### config.mk
export PLATFORM = sky130hd
export DESIGN_NAME = ysyx_22041071_axi_rd_arb_flat
export DESIGN_NICKNAME = d
export VERILOG_FILES = /design/src/rtl/ysyx_22041071_axi_rd_arb_pkg.sv /design/src/rtl/ysyx_22041071_axi_rd_arb_if.sv /design/src/rtl/ysyx_22041071_axi_rd_arb_pick.sv /design/src/rtl/ysyx_22041071_axi_rd_arb.sv /design/src/flat_wrapper.sv
export SDC_FILE = /design/constraint.sdc
export NUM_CORES = 1
export LEC_CHECK = 0
export BUFFER_PORTS_ARGS = -buffer_cell sky130_fd_sc_hd__buf_2
export CAP_MARGIN = 20
export CORE_AREA = 5 5 184 186
export CTS_CLUSTER_DIAMETER = 120
export DETAILED_ROUTE_END_ITERATION = 10
export DIE_AREA = 0 0 189 191
export HOLD_SLACK_MARGIN = 0.15
export PLACE_DENSITY = 0.54
export SYNTH_ARGS = -nofsm -noshare
export SYNTH_HDL_FRONTEND = slang
export SYNTH_SLANG_ARGS = --single-unit
export TNS_END_PERCENT = 1
### constraint.sdc
create_clock -name clk -period 1.7 [get_ports clk]
set_clock_uncertainty 0.15 [all_clocks]
set_input_delay 0.085 -clock clk [delete_from_list [all_inputs] [get_ports clk]]
set_output_delay 0.085 -clock clk [all_outputs]
set_load 0.02 [all_outputs]
### src/rtl/ysyx_22041071_axi_rd_arb_pkg.sv
// Shared types and constants for the IF/LSU AXI read arbiter.
// Widths mirror the core-wide address/data/response bus widths.
package ysyx_22041071_axi_rd_arb_pkg;

    localparam int ADDR_W = 64;
    localparam int DATA_W = 64;
    localparam int RESP_W = 2;

    // Instruction fetches are always 4-byte reads.
    localparam logic [2:0] IF_SIZE = 3'b010;
    localparam logic [7:0] AR_LEN  = 8'd0;

    typedef enum logic [1:0] {
        ST_IDLE = 2'd0,
        ST_AR   = 2'd1,
        ST_R    = 2'd2
    } arb_state_e;

    typedef enum logic {
        GNT_IF  = 1'b0,
        GNT_LSU = 1'b1
    } arb_gnt_e;

    typedef struct packed {
        logic [ADDR_W-1:0] addr;
        logic [2:0]        size;
    } ar_req_t;

    function automatic arb_gnt_e other_gnt(input arb_gnt_e g);
        return (g == GNT_IF) ? GNT_LSU : GNT_IF;
    endfunction

endpackage

### src/rtl/ysyx_22041071_axi_rd_arb_if.sv
// Bundle of the requester-side and master-side read channels of the arbiter.
// master: the arbiter's view; slave: the surrounding IF/LSU stages and AXI slave.
interface ysyx_22041071_axi_rd_arb_if #(
    parameter int ADDR_W = ysyx_22041071_axi_rd_arb_pkg::ADDR_W,
    parameter int DATA_W = ysyx_22041071_axi_rd_arb_pkg::DATA_W,
    parameter int RESP_W = ysyx_22041071_axi_rd_arb_pkg::RESP_W
);
    logic              if_ar_valid;
    logic              if_ar_ready;
    logic [ADDR_W-1:0] if_ar_addr;
    logic              if_r_valid;
    logic              if_r_ready;
    logic [DATA_W-1:0] if_r_data;
    logic [RESP_W-1:0] if_r_resp;
    logic [ADDR_W-1:0] if_r_addr;
    logic              if_flush;

    logic              lsu_ar_valid;
    logic              lsu_ar_ready;
    logic [ADDR_W-1:0] lsu_ar_addr;
    logic [2:0]        lsu_ar_size;
    logic              lsu_r_valid;
    logic              lsu_r_ready;
    logic [DATA_W-1:0] lsu_r_data;
    logic [RESP_W-1:0] lsu_r_resp;

    logic              m_ar_valid;
    logic              m_ar_ready;
    logic [ADDR_W-1:0] m_ar_addr;
    logic [2:0]        m_ar_size;
    logic [7:0]        m_ar_len;
    logic              m_r_valid;
    logic              m_r_ready;
    logic              m_r_last;
    logic [DATA_W-1:0] m_r_data;
    logic [RESP_W-1:0] m_r_resp;

    modport master (
        input  if_ar_valid, if_ar_addr, if_r_ready, if_flush,
        input  lsu_ar_valid, lsu_ar_addr, lsu_ar_size, lsu_r_ready,
        input  m_ar_ready, m_r_valid, m_r_last, m_r_data, m_r_resp,
        output if_ar_ready, if_r_valid, if_r_data, if_r_resp, if_r_addr,
        output lsu_ar_ready, lsu_r_valid, lsu_r_data, lsu_r_resp,
        output m_ar_valid, m_ar_addr, m_ar_size, m_ar_len, m_r_ready
    );

    modport slave (
        output if_ar_valid, if_ar_addr, if_r_ready, if_flush,
        output lsu_ar_valid, lsu_ar_addr, lsu_ar_size, lsu_r_ready,
        output m_ar_ready, m_r_valid, m_r_last, m_r_data, m_r_resp,
        input  if_ar_ready, if_r_valid, if_r_data, if_r_resp, if_r_addr,
        input  lsu_ar_ready, lsu_r_valid, lsu_r_data, lsu_r_resp,
        input  m_ar_valid, m_ar_addr, m_ar_size, m_ar_len, m_r_ready
    );

endinterface

### src/rtl/ysyx_22041071_axi_rd_arb_pick.sv
// Two-way grant picker: LSU-over-IF fixed priority by default, or round-robin
// on simultaneous requests when YSYX_22041071_ARB_RR_EN is defined.
module ysyx_22041071_arb2_pick
    import ysyx_22041071_axi_rd_arb_pkg::*;
(
    input  logic     req_if,
    input  logic     req_lsu,
`ifdef YSYX_22041071_ARB_RR_EN
    input  arb_gnt_e favour,
`endif
    output arb_gnt_e gnt
);

    always_comb begin
        gnt = GNT_IF;
        if (req_if && req_lsu) begin
`ifdef YSYX_22041071_ARB_RR_EN
            gnt = favour;
`else
            gnt = GNT_LSU;
`endif
        end else if (req_lsu) begin
            gnt = GNT_LSU;
        end
    end

endmodule

### src/rtl/ysyx_22041071_axi_rd_arb.sv
// Serialises single-beat IF/LSU reads onto one AXI read master and routes R beats
// back to the owner; YSYX_22041071_ARB_RR_EN selects round-robin arbitration.
module ysyx_22041071_axi_rd_arb
    import ysyx_22041071_axi_rd_arb_pkg::*;
(
    input  logic                            clk,
    input  logic                            reset,
    ysyx_22041071_axi_rd_arb_if.master      bus,
    output logic                            busy
);

    arb_state_e state_reg;
    arb_gnt_e   gnt_reg;
    arb_gnt_e   gnt_next;
    ar_req_t    req_reg;
    logic       m_ar_valid_reg;
    logic       busy_reg;
    logic       drop_reg;

    logic       in_ar;
    logic       in_r;
    logic       if_owned;
    logic       lsu_owned;
    logic       drop_now;
    logic       beat_last;

`ifdef YSYX_22041071_ARB_RR_EN
    arb_gnt_e   ptr_reg;

    ysyx_22041071_arb2_pick u_pick (
        .req_if  (bus.if_ar_valid),
        .req_lsu (bus.lsu_ar_valid),
        .favour  (ptr_reg),
        .gnt     (gnt_next)
    );
`else
    ysyx_22041071_arb2_pick u_pick (
        .req_if  (bus.if_ar_valid),
        .req_lsu (bus.lsu_ar_valid),
        .gnt     (gnt_next)
    );
`endif

    assign in_ar     = (state_reg == ST_AR);
    assign in_r      = (state_reg == ST_R);
    assign if_owned  = (gnt_reg == GNT_IF);
    assign lsu_owned = (gnt_reg == GNT_LSU);

    // A flush in the beat's own cycle must already suppress it, so OR it in here.
    assign drop_now  = drop_reg | (bus.if_flush & if_owned);

    assign bus.if_ar_ready  = in_ar & if_owned  & bus.m_ar_ready;
    assign bus.lsu_ar_ready = in_ar & lsu_owned & bus.m_ar_ready;

    assign bus.if_r_valid   = in_r & if_owned  & bus.m_r_valid & ~drop_now;
    assign bus.lsu_r_valid  = in_r & lsu_owned & bus.m_r_valid;
    assign bus.m_r_ready    = in_r & (if_owned ? (drop_now | bus.if_r_ready)
                                               : bus.lsu_r_ready);

    assign bus.if_r_data    = bus.m_r_data;
    assign bus.if_r_resp    = bus.m_r_resp;
    assign bus.if_r_addr    = req_reg.addr;
    assign bus.lsu_r_data   = bus.m_r_data;
    assign bus.lsu_r_resp   = bus.m_r_resp;

    assign bus.m_ar_valid   = m_ar_valid_reg;
    assign bus.m_ar_addr    = req_reg.addr;
    assign bus.m_ar_size    = req_reg.size;
    assign bus.m_ar_len     = AR_LEN;
    assign busy             = busy_reg;

    assign beat_last        = bus.m_r_valid & bus.m_r_ready & bus.m_r_last;

    always_ff @(posedge clk) begin
        if (reset) begin
            state_reg      <= ST_IDLE;
            gnt_reg        <= GNT_IF;
            req_reg        <= '0;
            m_ar_valid_reg <= 1'b0;
            busy_reg       <= 1'b0;
            drop_reg       <= 1'b0;
`ifdef YSYX_22041071_ARB_RR_EN
            ptr_reg        <= GNT_LSU;
`endif
        end else begin
            // AR stays up after a flush; only the returning beat is discarded.
            if (bus.if_flush && if_owned && state_reg != ST_IDLE) begin
                drop_reg <= 1'b1;
            end

            case (state_reg)
                ST_IDLE: begin
                    if (bus.if_ar_valid || bus.lsu_ar_valid) begin
                        state_reg      <= ST_AR;
                        gnt_reg        <= gnt_next;
                        m_ar_valid_reg <= 1'b1;
                        busy_reg       <= 1'b1;
                        drop_reg       <= 1'b0;
                        if (gnt_next == GNT_LSU) begin
                            req_reg.addr <= bus.lsu_ar_addr;
                            req_reg.size <= bus.lsu_ar_size;
                        end else begin
                            req_reg.addr <= bus.if_ar_addr;
                            req_reg.size <= IF_SIZE;
                        end
                    end
                end

                ST_AR: begin
                    if (bus.m_ar_ready) begin
                        state_reg      <= ST_R;
                        m_ar_valid_reg <= 1'b0;
                    end
                end

                ST_R: begin
                    if (beat_last) begin
                        state_reg <= ST_IDLE;
                        busy_reg  <= 1'b0;
                        drop_reg  <= 1'b0;
`ifdef YSYX_22041071_ARB_RR_EN
                        ptr_reg   <= other_gnt(gnt_reg);
`endif
                    end
                end

                default: begin
                    state_reg      <= ST_IDLE;
                    m_ar_valid_reg <= 1'b0;
                    busy_reg       <= 1'b0;
                    drop_reg       <= 1'b0;
                end
            endcase
        end
    end

endmodule

### src/flat_wrapper.sv
// flat-port wrapper written by rule: the top's interface ports become plain ports
module ysyx_22041071_axi_rd_arb_flat import ysyx_22041071_axi_rd_arb_pkg::*;
  (clk, reset, busy, bus_if_ar_valid, bus_if_ar_addr, bus_if_r_ready, bus_if_flush, bus_lsu_ar_valid, bus_lsu_ar_addr, bus_lsu_ar_size, bus_lsu_r_ready, bus_m_ar_ready, bus_m_r_valid, bus_m_r_last, bus_m_r_data, bus_m_r_resp, bus_if_ar_ready, bus_if_r_valid, bus_if_r_data, bus_if_r_resp, bus_if_r_addr, bus_lsu_ar_ready, bus_lsu_r_valid, bus_lsu_r_data, bus_lsu_r_resp, bus_m_ar_valid, bus_m_ar_addr, bus_m_ar_size, bus_m_ar_len, bus_m_r_ready);
  ysyx_22041071_axi_rd_arb_if bus_i ();
  input  logic clk;
  input  logic reset;
  output logic busy;
  input wire logic [$bits(bus_i.if_ar_valid)-1:0] bus_if_ar_valid;
  input wire logic [$bits(bus_i.if_ar_addr)-1:0] bus_if_ar_addr;
  input wire logic [$bits(bus_i.if_r_ready)-1:0] bus_if_r_ready;
  input wire logic [$bits(bus_i.if_flush)-1:0] bus_if_flush;
  input wire logic [$bits(bus_i.lsu_ar_valid)-1:0] bus_lsu_ar_valid;
  input wire logic [$bits(bus_i.lsu_ar_addr)-1:0] bus_lsu_ar_addr;
  input wire logic [$bits(bus_i.lsu_ar_size)-1:0] bus_lsu_ar_size;
  input wire logic [$bits(bus_i.lsu_r_ready)-1:0] bus_lsu_r_ready;
  input wire logic [$bits(bus_i.m_ar_ready)-1:0] bus_m_ar_ready;
  input wire logic [$bits(bus_i.m_r_valid)-1:0] bus_m_r_valid;
  input wire logic [$bits(bus_i.m_r_last)-1:0] bus_m_r_last;
  input wire logic [$bits(bus_i.m_r_data)-1:0] bus_m_r_data;
  input wire logic [$bits(bus_i.m_r_resp)-1:0] bus_m_r_resp;
  output wire logic [$bits(bus_i.if_ar_ready)-1:0] bus_if_ar_ready;
  output wire logic [$bits(bus_i.if_r_valid)-1:0] bus_if_r_valid;
  output wire logic [$bits(bus_i.if_r_data)-1:0] bus_if_r_data;
  output wire logic [$bits(bus_i.if_r_resp)-1:0] bus_if_r_resp;
  output wire logic [$bits(bus_i.if_r_addr)-1:0] bus_if_r_addr;
  output wire logic [$bits(bus_i.lsu_ar_ready)-1:0] bus_lsu_ar_ready;
  output wire logic [$bits(bus_i.lsu_r_valid)-1:0] bus_lsu_r_valid;
  output wire logic [$bits(bus_i.lsu_r_data)-1:0] bus_lsu_r_data;
  output wire logic [$bits(bus_i.lsu_r_resp)-1:0] bus_lsu_r_resp;
  output wire logic [$bits(bus_i.m_ar_valid)-1:0] bus_m_ar_valid;
  output wire logic [$bits(bus_i.m_ar_addr)-1:0] bus_m_ar_addr;
  output wire logic [$bits(bus_i.m_ar_size)-1:0] bus_m_ar_size;
  output wire logic [$bits(bus_i.m_ar_len)-1:0] bus_m_ar_len;
  output wire logic [$bits(bus_i.m_r_ready)-1:0] bus_m_r_ready;
  assign bus_i.if_ar_valid = bus_if_ar_valid;
  assign bus_i.if_ar_addr = bus_if_ar_addr;
  assign bus_i.if_r_ready = bus_if_r_ready;
  assign bus_i.if_flush = bus_if_flush;
  assign bus_i.lsu_ar_valid = bus_lsu_ar_valid;
  assign bus_i.lsu_ar_addr = bus_lsu_ar_addr;
  assign bus_i.lsu_ar_size = bus_lsu_ar_size;
  assign bus_i.lsu_r_ready = bus_lsu_r_ready;
  assign bus_i.m_ar_ready = bus_m_ar_ready;
  assign bus_i.m_r_valid = bus_m_r_valid;
  assign bus_i.m_r_last = bus_m_r_last;
  assign bus_i.m_r_data = bus_m_r_data;
  assign bus_i.m_r_resp = bus_m_r_resp;
  assign bus_if_ar_ready = bus_i.if_ar_ready;
  assign bus_if_r_valid = bus_i.if_r_valid;
  assign bus_if_r_data = bus_i.if_r_data;
  assign bus_if_r_resp = bus_i.if_r_resp;
  assign bus_if_r_addr = bus_i.if_r_addr;
  assign bus_lsu_ar_ready = bus_i.lsu_ar_ready;
  assign bus_lsu_r_valid = bus_i.lsu_r_valid;
  assign bus_lsu_r_data = bus_i.lsu_r_data;
  assign bus_lsu_r_resp = bus_i.lsu_r_resp;
  assign bus_m_ar_valid = bus_i.m_ar_valid;
  assign bus_m_ar_addr = bus_i.m_ar_addr;
  assign bus_m_ar_size = bus_i.m_ar_size;
  assign bus_m_ar_len = bus_i.m_ar_len;
  assign bus_m_r_ready = bus_i.m_r_ready;
  ysyx_22041071_axi_rd_arb u_core (.clk(clk), .reset(reset), .bus(bus_i), .busy(busy));
endmodule
* Word-level counts from Yosys, hierarchy flattened *
Cells that the tools add are included.

cells by class
  eq/ne operators = 5
  mux-type cells = 17
  bitwise operators = 19
  reduce and logical (&&, ||, !) cells = 10

operators by type and width
  cell                                           number
  two-way mux 67 bit                             1
  bitwise AND 1 bit                              13
  two-way mux 1 bit                              9
  case mux 1 bit (3 select lines)                3
  AND reduction 3 bit                            3
  two-way mux 2 bit                              3
  case mux 2 bit (3 select lines)                1
  != test 2 bit, second input constant           2
  NOT 1 bit                                      4
  logical AND 1 bit                              3
  == test 2 x 1 -> 1 bit, second input constant  1
  == test 2 bit, second input constant           1
  logical NOT 2 bit                              1
  != test 2 x 1 -> 1 bit, second input constant  1
  bitwise OR 1 bit                               2
  AND reduction 2 bit                            1
  nonzero test 2 bit                             1
  logical OR 1 bit                               1

word-level totals
  flip-flop bits (word level) = 73
  bits of input ports = 207
  output and inout bits = 278
  logic and storage cells = 58

* Logic depth before layout (Yosys ltp) *
Gate-level depths: netlist of run 1.

  depth in word-level cells = 10
  mapped depth = 6
  depth with buffers taken out = 3

* Hierarchy *
Synthesis of run 1 repeated with hierarchy kept, for this count alone.

second synthesis, totals
  cells, all modules = 549
  area total of the unflattened synthesis = 4887.2 um^2

by module, submodules not included
  module                    instances  cells each  area an instance (um^2)  seq. area each (um^2)
  ysyx_22041071_axi_rd_arb  1          548         4883.4                   1461.4
  ysyx_22041071_arb2_pick   1          1           3.8                      0.0

* Least setup slack after synthesis of run 1 *
No wires, ideal clock.

  kind = register to output
  from = reg u_core.state_reg[1]
  to = out bus_if_r_valid
  arrival time = 1.291 ns
  required time = 1.465 ns
  path slack = 0.174 ns
  cell stages (with the launch flop) = 4
  path buffers = 0
  cell sequence = dfxtp_1 -> and2b_1 -> nand2_1 -> nor4_1

on the way
  longest elaborated chain between the ends = 4

RTL lines
  element                         line                             source
  from (decl)                     ysyx_22041071_axi_rd_arb.sv:12   arb_state_e state_reg;
  from (signal assigned)          ysyx_22041071_axi_rd_arb.sv:76   state_reg <= ST_IDLE;
  from (signal assigned)          ysyx_22041071_axi_rd_arb.sv:94   state_reg <= ST_AR;
  from (signal assigned)          ysyx_22041071_axi_rd_arb.sv:111  state_reg <= ST_R;
  == test 2 bit                   ysyx_22041071_axi_rd_arb.sv:45   assign in_r = (state_reg == ST_R);
  bitwise AND 1 bit (3 in a row)  ysyx_22041071_axi_rd_arb.sv:55   assign bus.if_r_valid = in_r & if_owned & bus.m_r_valid & ~drop_now;
  to (decl)                       flat_wrapper.sv:22               output wire logic [$bits(bus_i.if_r_valid)-1:0] bus_if_r_valid;

No other way between the ends.

* Worst setup path after layout of run 1 *
  from = reg u_core.state_reg[0]
  to = out bus_if_r_valid

The elaborated chain is that of the path after synthesis.

==> results of run 1 <==
-- worst max-delay path by stage --
| stage | startpoint | to | slack (ns) | cells after the start |
|---|---|---|---|---|
| 3_3_place_gp | u_core.state_reg[1]$_SDFFE_PP0P_ | u_core.bus.if_r_addr[52]$_SDFFE_PP0P_ | 0.23 | 4 |
| 3_5_place_dp | u_core.state_reg[1]$_SDFFE_PP0P_ | u_core.bus.if_r_addr[52]$_SDFFE_PP0P_ | 0.20 | 4 |
| 6_report | u_core.state_reg[0]$_SDFFE_PP0P_ | bus_if_r_valid | 0.04 | 4 |
| 5_1_grt | u_core.state_reg[0]$_SDFFE_PP0P_ | bus_if_r_valid | -0.04 | 4 |
| 4_1_cts | u_core.state_reg[0]$_SDFFE_PP0P_ | bus_if_r_valid | 0.02 | 4 |
| 2_1_floorplan | u_core.state_reg[1]$_SDFFE_PP0P_ | bus_if_r_valid | 0.17 | 3 |
-- metal layers --
layer  GRT usage (%)  up-vias  share of wire (%)
met1           10.42     2190                 36
met3           2.173       19                6.4
met2           19.19      261                 55
li1                -     2257                  -
met4           3.980        0                2.3
met5               0        -                  0
-- Yosys cell counts (all sizes together) --
master	n
nor4	1
o221a	1
and2	1
nor3	1
a21oi	69
conb	1
or2	2
and2b	1
o21ai	5
inv	2
clkbuf	8
o211a	1
nor3b	2
nand3b	1
nand4	1
a221oi	1
o21bai	1
mux2i	64
a211oi	66
buf	233
nand2	4
o21a	1
o311ai	1
dfxtp	73
nand3	2
nor2	6
-- layout make-up --
| type | count | area, sq um | area share (%) |
|---|---|---|---|
| clock buffer | 9 | 225.2 | 2.836 |
| clock inverter | 7 | 100.1 | 1.260 |
| inverter | 2 | 7.507 | 0.09453 |
| multi-input combinational | 240 | 1986 | 25.00 |
| sequential | 73 | 1466 | 18.47 |
| tap | 408 | 510.5 | 6.428 |
| timing repair buffer | 497 | 3646 | 45.91 |
-- worst min-delay path, stage by stage --
cell and delay, ns:
sky130_fd_sc_hd__buf_4 0.15, sky130_fd_sc_hd__buf_4 0.25, sky130_fd_sc_hd__nand3_1 0.13, sky130_fd_sc_hd__a21oi_1 0.06
-- cell usage in the layout, fill, tap and decap left out, types with 2 or more instances in the layout --
cell                            count
sky130_fd_sc_hd__a211oi_1          16
sky130_fd_sc_hd__a211oi_2          50
sky130_fd_sc_hd__a21oi_1           69
sky130_fd_sc_hd__buf_12             7
sky130_fd_sc_hd__buf_2            276
sky130_fd_sc_hd__buf_4              8
sky130_fd_sc_hd__bufinv_16          2
sky130_fd_sc_hd__clkbuf_16          9
sky130_fd_sc_hd__conb_1             8
sky130_fd_sc_hd__dfxtp_1           71
sky130_fd_sc_hd__dlygate4sd3_1    205
sky130_fd_sc_hd__inv_1              2
sky130_fd_sc_hd__inv_6              3
sky130_fd_sc_hd__mux2i_1           64
sky130_fd_sc_hd__nand2_1            4
sky130_fd_sc_hd__nand3_1            2
sky130_fd_sc_hd__nor2_1             3
sky130_fd_sc_hd__nor2_4             3
sky130_fd_sc_hd__nor3b_1            2
sky130_fd_sc_hd__o21ai_0            5
-- power by group through the flow --
stage	Clock [mW]	Sequential [mW]	Combinational [mW]
CTS	2.27	2.10	2.68
floorplan	0	2.34	1.73
global route	2.35	2.13	2.85
detailed placement	0	2.13	1.99
global placement	0	2.13	1.97
finish	2.15	2.10	2.68
-- logic make-up after synthesis --
family,after synthesis
compound gates,146
mux,64
buf+inv,243
simple gates,22
other cells,1
flops,73
-- repair_timing --
action | 4_1_cts | 5_1_grt
hold buffers | 206 | 0
endpoints found under the hold margin | 205 | 0
resized for setup | 1 | 6
endpoints found under the setup margin | 1 | 5
==> metrics.txt, run 1 <==
# TYPE chip_impl_metric gauge
chip_impl_info{name="outcome",value="complete, no violations"} 1
chip_impl_metric{name="area_share_of_fa_ha_maj_cells_after_synthesis",unit="%"} 0
chip_impl_metric{name="synthCells",unit=""} 549
chip_impl_metric{name="die_height",unit="microns"} 191
chip_impl_metric{name="fin_tns_setup",unit="ns"} 0
chip_impl_metric{name="max_freq",unit="GHz"} 0.6021
chip_impl_metric{name="cts_buffer_depth",unit=""} 2
chip_impl_metric{name="p_seq_share",unit="%"} 30.3
chip_impl_metric{name="chipWidth",unit="microns"} 189
chip_impl_metric{name="num_vias",unit=""} 4727
chip_impl_metric{name="internal_power",unit="mW"} 4.336
chip_impl_metric{name="final-hold-violation-count",unit=""} 0
chip_impl_metric{name="comb_power_share",unit="%"} 38.6
chip_impl_metric{name="final_period_minus_worst_setup_slack",unit="ns"} 1.661
chip_impl_metric{name="antenna_cells",unit=""} 0
chip_impl_metric{name="cts_num_sinks",unit=""} 73
chip_impl_metric{name="ys_seq_elements",unit=""} 73
chip_impl_metric{name="largest_register_ff_count",unit=""} 64
chip_impl_info{name="critical_path.cell_chain",value="and2b_2 -> nand2_1 -> nor4_1 -> buf_2"} 1
chip_impl_metric{name="cts_made_buffers",unit=""} 9
chip_impl_metric{name="static-leakage-power",unit="nW"} 3.676
chip_impl_metric{name="drt_iter0_markers",unit=""} 108
chip_impl_metric{name="detail_route.wl_per_cell",unit="microns"} 15.85
chip_impl_metric{name="ir_drop",unit="mV"} 0.4063
chip_impl_info{name="worst_r2r_startpoint",value="u_core.state_reg[1]$_SDFFE_PP0P_"} 1
chip_impl_info{name="worstHoldEndpoint",value="u_core.bus.m_ar_size[2]$_SDFFE_PP0P_"} 1
chip_impl_info{name="crit_path_end_kind",value="output pin"} 1
chip_impl_metric{name="hold-path-cell-count",unit=""} 4
chip_impl_metric{name="layout-area-overhead-vs-synth",unit="%"} 52.79
chip_impl_metric{name="synthXorXnorAreaFrac",unit="%"} 0
chip_impl_metric{name="clock_latency",unit="ns"} 0.34
chip_impl_metric{name="largest_net_degree_at_the_start_of_global_routing",unit=""} 38
chip_impl_metric{name="routed_antenna_nets",unit=""} 0
chip_impl_metric{name="detailedPlace.worstSlack",unit="ns"} 0.1992
chip_impl_metric{name="bufs_and_invs_on_worst_path",unit=""} 1
chip_impl_metric{name="initial_antenna_violation_count",unit=""} 0
chip_impl_metric{name="drive_above_1_share",unit="%"} 44.32
chip_impl_info{name="worst_path_max_delay_cell",value="sky130_fd_sc_hd__dfxtp_2"} 1
chip_impl_metric{name="slew_viol_final",unit=""} 0
chip_impl_metric{name="htree_num_levels",unit=""} 3
chip_impl_info{name="synthTopCellsByArea",value="sky130_fd_sc_hd__buf_4, sky130_fd_sc_hd__dfxtp_1, sky130_fd_sc_hd__mux2i_1, sky130_fd_sc_hd__a211oi_2, sky130_fd_sc_hd__a21oi_1"} 1
chip_impl_info{name="synth_area_leader_cell",value="sky130_fd_sc_hd__buf_4"} 1
chip_impl_metric{name="synth_compound_area_share",unit="%"} 22.51
chip_impl_metric{name="netlist_area",unit="sq um"} 5197
chip_impl_metric{name="ys_types",unit=""} 33
chip_impl_metric{name="grt_pass1_wl",unit="microns"} 27960
chip_impl_metric{name="total_power",unit="mW"} 6.929
chip_impl_metric{name="worstMarginPinSlew",unit="ns"} 0.5490
chip_impl_metric{name="start_util",unit="%"} 16.18
chip_impl_metric{name="timing.final.ws_setup",unit="ns"} 0.03908
chip_impl_metric{name="cts.repair_timing.setup_buffer_count",unit=""} 0
chip_impl_metric{name="synth_top_area_share",unit="%"} 30.19
chip_impl_metric{name="place.gp.congestion",unit=""} 0.7092
chip_impl_metric{name="power.switching_fraction",unit="%"} 37.42
chip_impl_info{name="cp-start-kind",value="register"} 1
chip_impl_info{name="cts_tree",value="built"} 1
chip_impl_metric{name="synthSimpleGateAreaFrac",unit="%"} 2.576
chip_impl_info{name="holdCritStartpoint",value="bus_lsu_ar_valid"} 1
chip_impl_metric{name="grt_overflow_total",unit=""} 0
chip_impl_metric{name="global_route.usage.total",unit="%"} 9.947
chip_impl_info{name="synth_top_family_by_area",value="buffers and inverters"} 1
chip_impl_metric{name="nNetsFinal",unit=""} 1030
chip_impl_info{name="cts.root.buffer_cell",value="sky130_fd_sc_hd__clkbuf_16"} 1
chip_impl_metric{name="fin_util",unit="%"} 24.72
chip_impl_metric{name="grt_pass1_vias",unit=""} 5014
chip_impl_metric{name="fp-row-count",unit=""} 66
chip_impl_info{name="rr_endpoint",value="u_core.bus.if_r_addr[52]$_SDFFE_PP0P_"} 1
chip_impl_metric{name="final_area",unit="sq um"} 7941
chip_impl_metric{name="synth_mux_area_share",unit="%"} 12.33
chip_impl_metric{name="cpPeakStageDelay",unit="ns"} 0.36
chip_impl_metric{name="fillerInstances",unit=""} 3414
chip_impl_metric{name="total_switching_power",unit="mW"} 2.593
chip_impl_metric{name="total_core_area",unit="sq um"} 32120
chip_impl_metric{name="final-instance-count-excl-fill",unit=""} 1236
chip_impl_metric{name="io-pin-count",unit=""} 485
chip_impl_metric{name="finalWirelength",unit="microns"} 19600
chip_impl_metric{name="cp.arrival",unit="ns"} 1.43
chip_impl_metric{name="power-per-cell-area",unit="nW/um^2"} 872.5
chip_impl_info{name="rsz0062_at_grt",value="yes"} 1
chip_impl_metric{name="synthesis.area_per_instance",unit="sq um"} 9.467
chip_impl_metric{name="floorplan.die_area",unit="sq um"} 36100
chip_impl_metric{name="place.port_buffers",unit=""} 278
chip_impl_info{name="hp-class",value="input port to register"} 1
chip_impl_metric{name="cp_data_required_time",unit="ns"} 1.46
chip_impl_metric{name="warnings_from_yosys",unit=""} 0
chip_impl_metric{name="power.share.clock",unit="%"} 31.1
chip_impl_metric{name="timing.max_slew.rel_slack",unit="%"} 63.28
chip_impl_metric{name="drt_first_pass_iters",unit=""} 4
chip_impl_info{name="timing.critical_path.max_delay_family",value="simple AND/OR/NAND/NOR gates"} 1
chip_impl_metric{name="worst-r2r-setup-slack",unit="ns"} 0.24
chip_impl_metric{name="clk_transition_reported_paths",unit="ns"} 0.07
chip_impl_metric{name="yosysSeqAreaShare",unit="%"} 28.12
chip_impl_metric{name="drv_cap",unit=""} 0
chip_impl_metric{name="final_min_period_over_clock_period",unit="%"} 97.70
chip_impl_metric{name="detail_route.vias_per_cell",unit=""} 3.824
chip_impl_metric{name="drc",unit=""} 0
chip_impl_metric{name="finalSetupViolations",unit=""} 0
chip_impl_metric{name="placed_cells_incl_taps",unit=""} 1014
chip_impl_metric{name="hold_ws",unit="ns"} 0.2433
chip_impl_info{name="critPathKind",value="register to output pin"} 1
chip_impl_metric{name="dpl-instance-area",unit="sq um"} 5535
chip_impl_metric{name="critical_path_peak_fanout",unit=""} 7
chip_impl_metric{name="hpwlAfterDp",unit="microns"} 13380
chip_impl_metric{name="reg2regPathDepth",unit=""} 4
(Power assumes the default switching activity.)
==> run 2: changes to the inputs <==
==> constraint.sdc (replaced) <==
create_clock -name clk -period 1.9 [get_ports clk]
set_clock_uncertainty 0.15 [all_clocks]
set_input_delay 0.095 -clock clk [delete_from_list [all_inputs] [get_ports clk]]
set_output_delay 0.095 -clock clk [all_outputs]
set_load 0.02 [all_outputs]
==> metrics.txt, run 2 (synthesized netlist as in run 1, its figures left out) <==
# TYPE chip_impl_metric gauge
chip_impl_metric{name="fillerInstances",unit=""} 3412
chip_impl_metric{name="routed_antenna_nets",unit=""} 0
chip_impl_metric{name="initial_antenna_violation_count",unit=""} 1
chip_impl_metric{name="total_switching_power",unit="mW"} 2.295
chip_impl_info{name="cts.root.buffer_cell",value="sky130_fd_sc_hd__clkbuf_16"} 1
chip_impl_metric{name="drc",unit=""} 0
chip_impl_metric{name="final_area",unit="sq um"} 7974
chip_impl_metric{name="hold-path-cell-count",unit=""} 3
chip_impl_info{name="layout.cells.most_common_list",value="sky130_fd_sc_hd__buf_2, sky130_fd_sc_hd__dlygate4sd3_1, sky130_fd_sc_hd__dfxtp_1, sky130_fd_sc_hd__a21oi_1, sky130_fd_sc_hd__mux2i_1"} 1
chip_impl_metric{name="drt_iter0_markers",unit=""} 129
chip_impl_metric{name="internal_power",unit="mW"} 3.964
chip_impl_info{name="timing.critical_path.max_delay_family",value="buffers and inverters"} 1
chip_impl_metric{name="power.share.clock",unit="%"} 30.9
chip_impl_metric{name="start_util",unit="%"} 16.18
chip_impl_metric{name="io-pin-count",unit=""} 485
chip_impl_metric{name="cts_made_buffers",unit=""} 9
chip_impl_metric{name="reg2regPathDepth",unit=""} 5
chip_impl_metric{name="total_power",unit="mW"} 6.259
chip_impl_metric{name="detail_route.vias_per_cell",unit=""} 3.922
chip_impl_metric{name="place.gp.congestion",unit=""} 0.7111
chip_impl_metric{name="finalWirelength",unit="microns"} 20470
chip_impl_metric{name="place.port_buffers",unit=""} 278
chip_impl_metric{name="cp.arrival",unit="ns"} 1.91
chip_impl_metric{name="clock_latency",unit="ns"} 0.34
chip_impl_metric{name="grt_pass1_vias",unit=""} 5101
chip_impl_metric{name="cts_num_sinks",unit=""} 73
chip_impl_info{name="crit_path_end_kind",value="register"} 1
chip_impl_metric{name="layout.area.seq",unit="sq um"} 1464
chip_impl_metric{name="floorplan.die_area",unit="sq um"} 36100
chip_impl_metric{name="total_core_area",unit="sq um"} 32120
chip_impl_metric{name="multiInputGateArea",unit="sq um"} 1974
chip_impl_metric{name="clk_transition_reported_paths",unit="ns"} 0.06
chip_impl_metric{name="drv_cap",unit=""} 0
chip_impl_metric{name="fp-row-count",unit=""} 66
chip_impl_metric{name="bufs_and_invs_on_worst_path",unit=""} 2
chip_impl_metric{name="num_vias",unit=""} 4871
chip_impl_metric{name="finalSetupViolations",unit=""} 0
chip_impl_metric{name="htree_num_levels",unit=""} 3
chip_impl_metric{name="chipWidth",unit="microns"} 189
chip_impl_info{name="final_common_cell",value="sky130_fd_sc_hd__buf_2"} 1
chip_impl_metric{name="largest_register_ff_count",unit=""} 64
chip_impl_metric{name="cts_buffer_depth",unit=""} 2
chip_impl_metric{name="timing.max_slew.rel_slack",unit="%"} 62.30
chip_impl_metric{name="grt_pass1_wl",unit="microns"} 28420
chip_impl_info{name="cts_tree",value="built"} 1
chip_impl_metric{name="drt_first_pass_iters",unit=""} 4
chip_impl_metric{name="final_period_minus_worst_setup_slack",unit="ns"} 1.817
chip_impl_metric{name="critical_path_peak_fanout",unit=""} 8
chip_impl_metric{name="hpwlAfterDp",unit="microns"} 13070
chip_impl_info{name="worst_r2r_startpoint",value="u_core.gnt_reg$_SDFFE_PP0P_"} 1
chip_impl_metric{name="layout-area-overhead-vs-synth",unit="%"} 53.42
chip_impl_metric{name="detail_route.wl_per_cell",unit="microns"} 16.48
chip_impl_metric{name="fin_tns_setup",unit="ns"} 0
chip_impl_info{name="holdCritStartpoint",value="bus_lsu_ar_valid"} 1
chip_impl_info{name="cp-start-kind",value="register"} 1
chip_impl_metric{name="worstMarginPinSlew",unit="ns"} 0.5636
chip_impl_info{name="rsz0062_at_grt",value="no"} 1
chip_impl_info{name="worst_path_max_delay_cell",value="sky130_fd_sc_hd__dlygate4sd3_1"} 1
chip_impl_metric{name="power-per-cell-area",unit="nW/um^2"} 784.9
chip_impl_info{name="critPathKind",value="register to register"} 1
chip_impl_metric{name="max_freq",unit="GHz"} 0.5503
chip_impl_metric{name="cpPeakStageDelay",unit="ns"} 0.54
chip_impl_metric{name="nNetsFinal",unit=""} 1035
chip_impl_metric{name="grt_overflow_total",unit=""} 0
chip_impl_metric{name="dpl-instance-area",unit="sq um"} 5510
chip_impl_metric{name="drive_above_1_share",unit="%"} 44.06
chip_impl_info{name="rr_endpoint",value="u_core.state_reg[1]$_SDFFE_PP0P_"} 1
chip_impl_metric{name="power.switching_fraction",unit="%"} 36.67
chip_impl_metric{name="global_route.usage.total",unit="%"} 10.11
chip_impl_info{name="worstHoldEndpoint",value="u_core.state_reg[1]$_SDFFE_PP0P_"} 1
chip_impl_metric{name="slew_viol_final",unit=""} 0
chip_impl_metric{name="largest_net_degree_at_the_start_of_global_routing",unit=""} 54
chip_impl_metric{name="comb_power_share",unit="%"} 39.1
chip_impl_metric{name="hold_ws",unit="ns"} 0.1647
chip_impl_metric{name="cp_data_required_time",unit="ns"} 1.99
chip_impl_info{name="crit_path_start",value="u_core.gnt_reg$_SDFFE_PP0P_"} 1
chip_impl_metric{name="p_seq_share",unit="%"} 30.0
chip_impl_metric{name="worst-r2r-setup-slack",unit="ns"} 0.08
chip_impl_info{name="critical_path.cell_chain",value="nand4_1 -> dlygate4sd3_1 -> o311ai_0 -> buf_4 -> a221oi_1"} 1
chip_impl_metric{name="die_height",unit="microns"} 191
chip_impl_metric{name="ir_drop",unit="mV"} 0.3918
chip_impl_metric{name="final-hold-violation-count",unit=""} 0
chip_impl_metric{name="static-leakage-power",unit="nW"} 3.688
chip_impl_info{name="hp-class",value="input port to register"} 1
chip_impl_info{name="outcome",value="complete, no violations"} 1
chip_impl_metric{name="final_min_period_over_clock_period",unit="%"} 95.64
run 2: cell count changes in the layout (fill, tap and decap cells not counted), sizes merged, moves of 2 or more:
cell,change
buf,+3
inv,-3
clkbuf,+7
clkinv,-2
run 2: routing by layer:
metal  track usage (%)  part of all wire (%)
met1             10.35                    36
met2             19.19                    54
met3             2.484                   6.7
met4             4.877                   3.2
met5                 0                     0
run 2: cell type report:
| type | count | area share (%) |
|---|---|---|
| clock inverter | 2 | 0.7532 |
| inverter | 2 | 0.09415 |
| clock buffer | 14 | 3.311 |
| sequential | 73 | 18.36 |
| timing repair buffer | 502 | 46.29 |
| antenna | 1 | 0.03138 |
| tap | 408 | 6.402 |
| multi-input combinational | 240 | 24.76 |
run 2: stage by stage:
stage                     cells  util, %  worst slack (ns)
final                      1242    24.82           0.08290
after global routing       1242    24.82           0.01164
after CTS                  1236    24.58           0.01938
after detailed placement   1014    17.15            0.3889
after global placement     1014    17.15            0.4157
after floorplan             556        -            0.3638
run 2: power groups by stage:
| stage | Combinational [mW] | Clock [mW] | Sequential [mW] |
|---|---|---|---|
| finish | 2.45 | 1.93 | 1.88 |
| global route | 2.62 | 2.08 | 1.91 |
| CTS | 2.38 | 2.02 | 1.88 |
| detailed placement | 1.77 | 0 | 1.91 |
| global placement | 1.75 | 0 | 1.90 |
| floorplan | 1.55 | 0 | 2.10 |
run 2: worst max path at each step:
stage / slack [ns] / endpoint / depth (start not counted)
after floorplan: 0.36 / bus_if_r_valid / 3
after global placement: 0.42 / u_core.bus.m_ar_size[1]$_SDFFE_PP0P_ / 4
after detailed placement: 0.39 / u_core.bus.m_ar_size[1]$_SDFFE_PP0P_ / 4
after CTS: 0.02 / u_core.bus.m_ar_size[2]$_SDFFE_PP0P_ / 5
after global routing: 0.01 / u_core.state_reg[1]$_SDFFE_PP0P_ / 5
final: 0.08 / u_core.state_reg[1]$_SDFFE_PP0P_ / 5
run 2: timing repair:
action | 4_1_cts | 5_1_grt
hold endpoints to repair | 205 | 0
resized for setup | 0 | 2
hold buffers | 206 | 0
setup buffers | 0 | 3
setup endpoints to repair | 0 | 3
run 2: worst reg2reg max path, cell delays in order (launching register included):
cell	delay (ns)
sky130_fd_sc_hd__dfxtp_1	0.39
sky130_fd_sc_hd__nand4_1	0.11
sky130_fd_sc_hd__dlygate4sd3_1	0.54
sky130_fd_sc_hd__o311ai_0	0.13
sky130_fd_sc_hd__buf_4	0.17
sky130_fd_sc_hd__a221oi_1	0.23
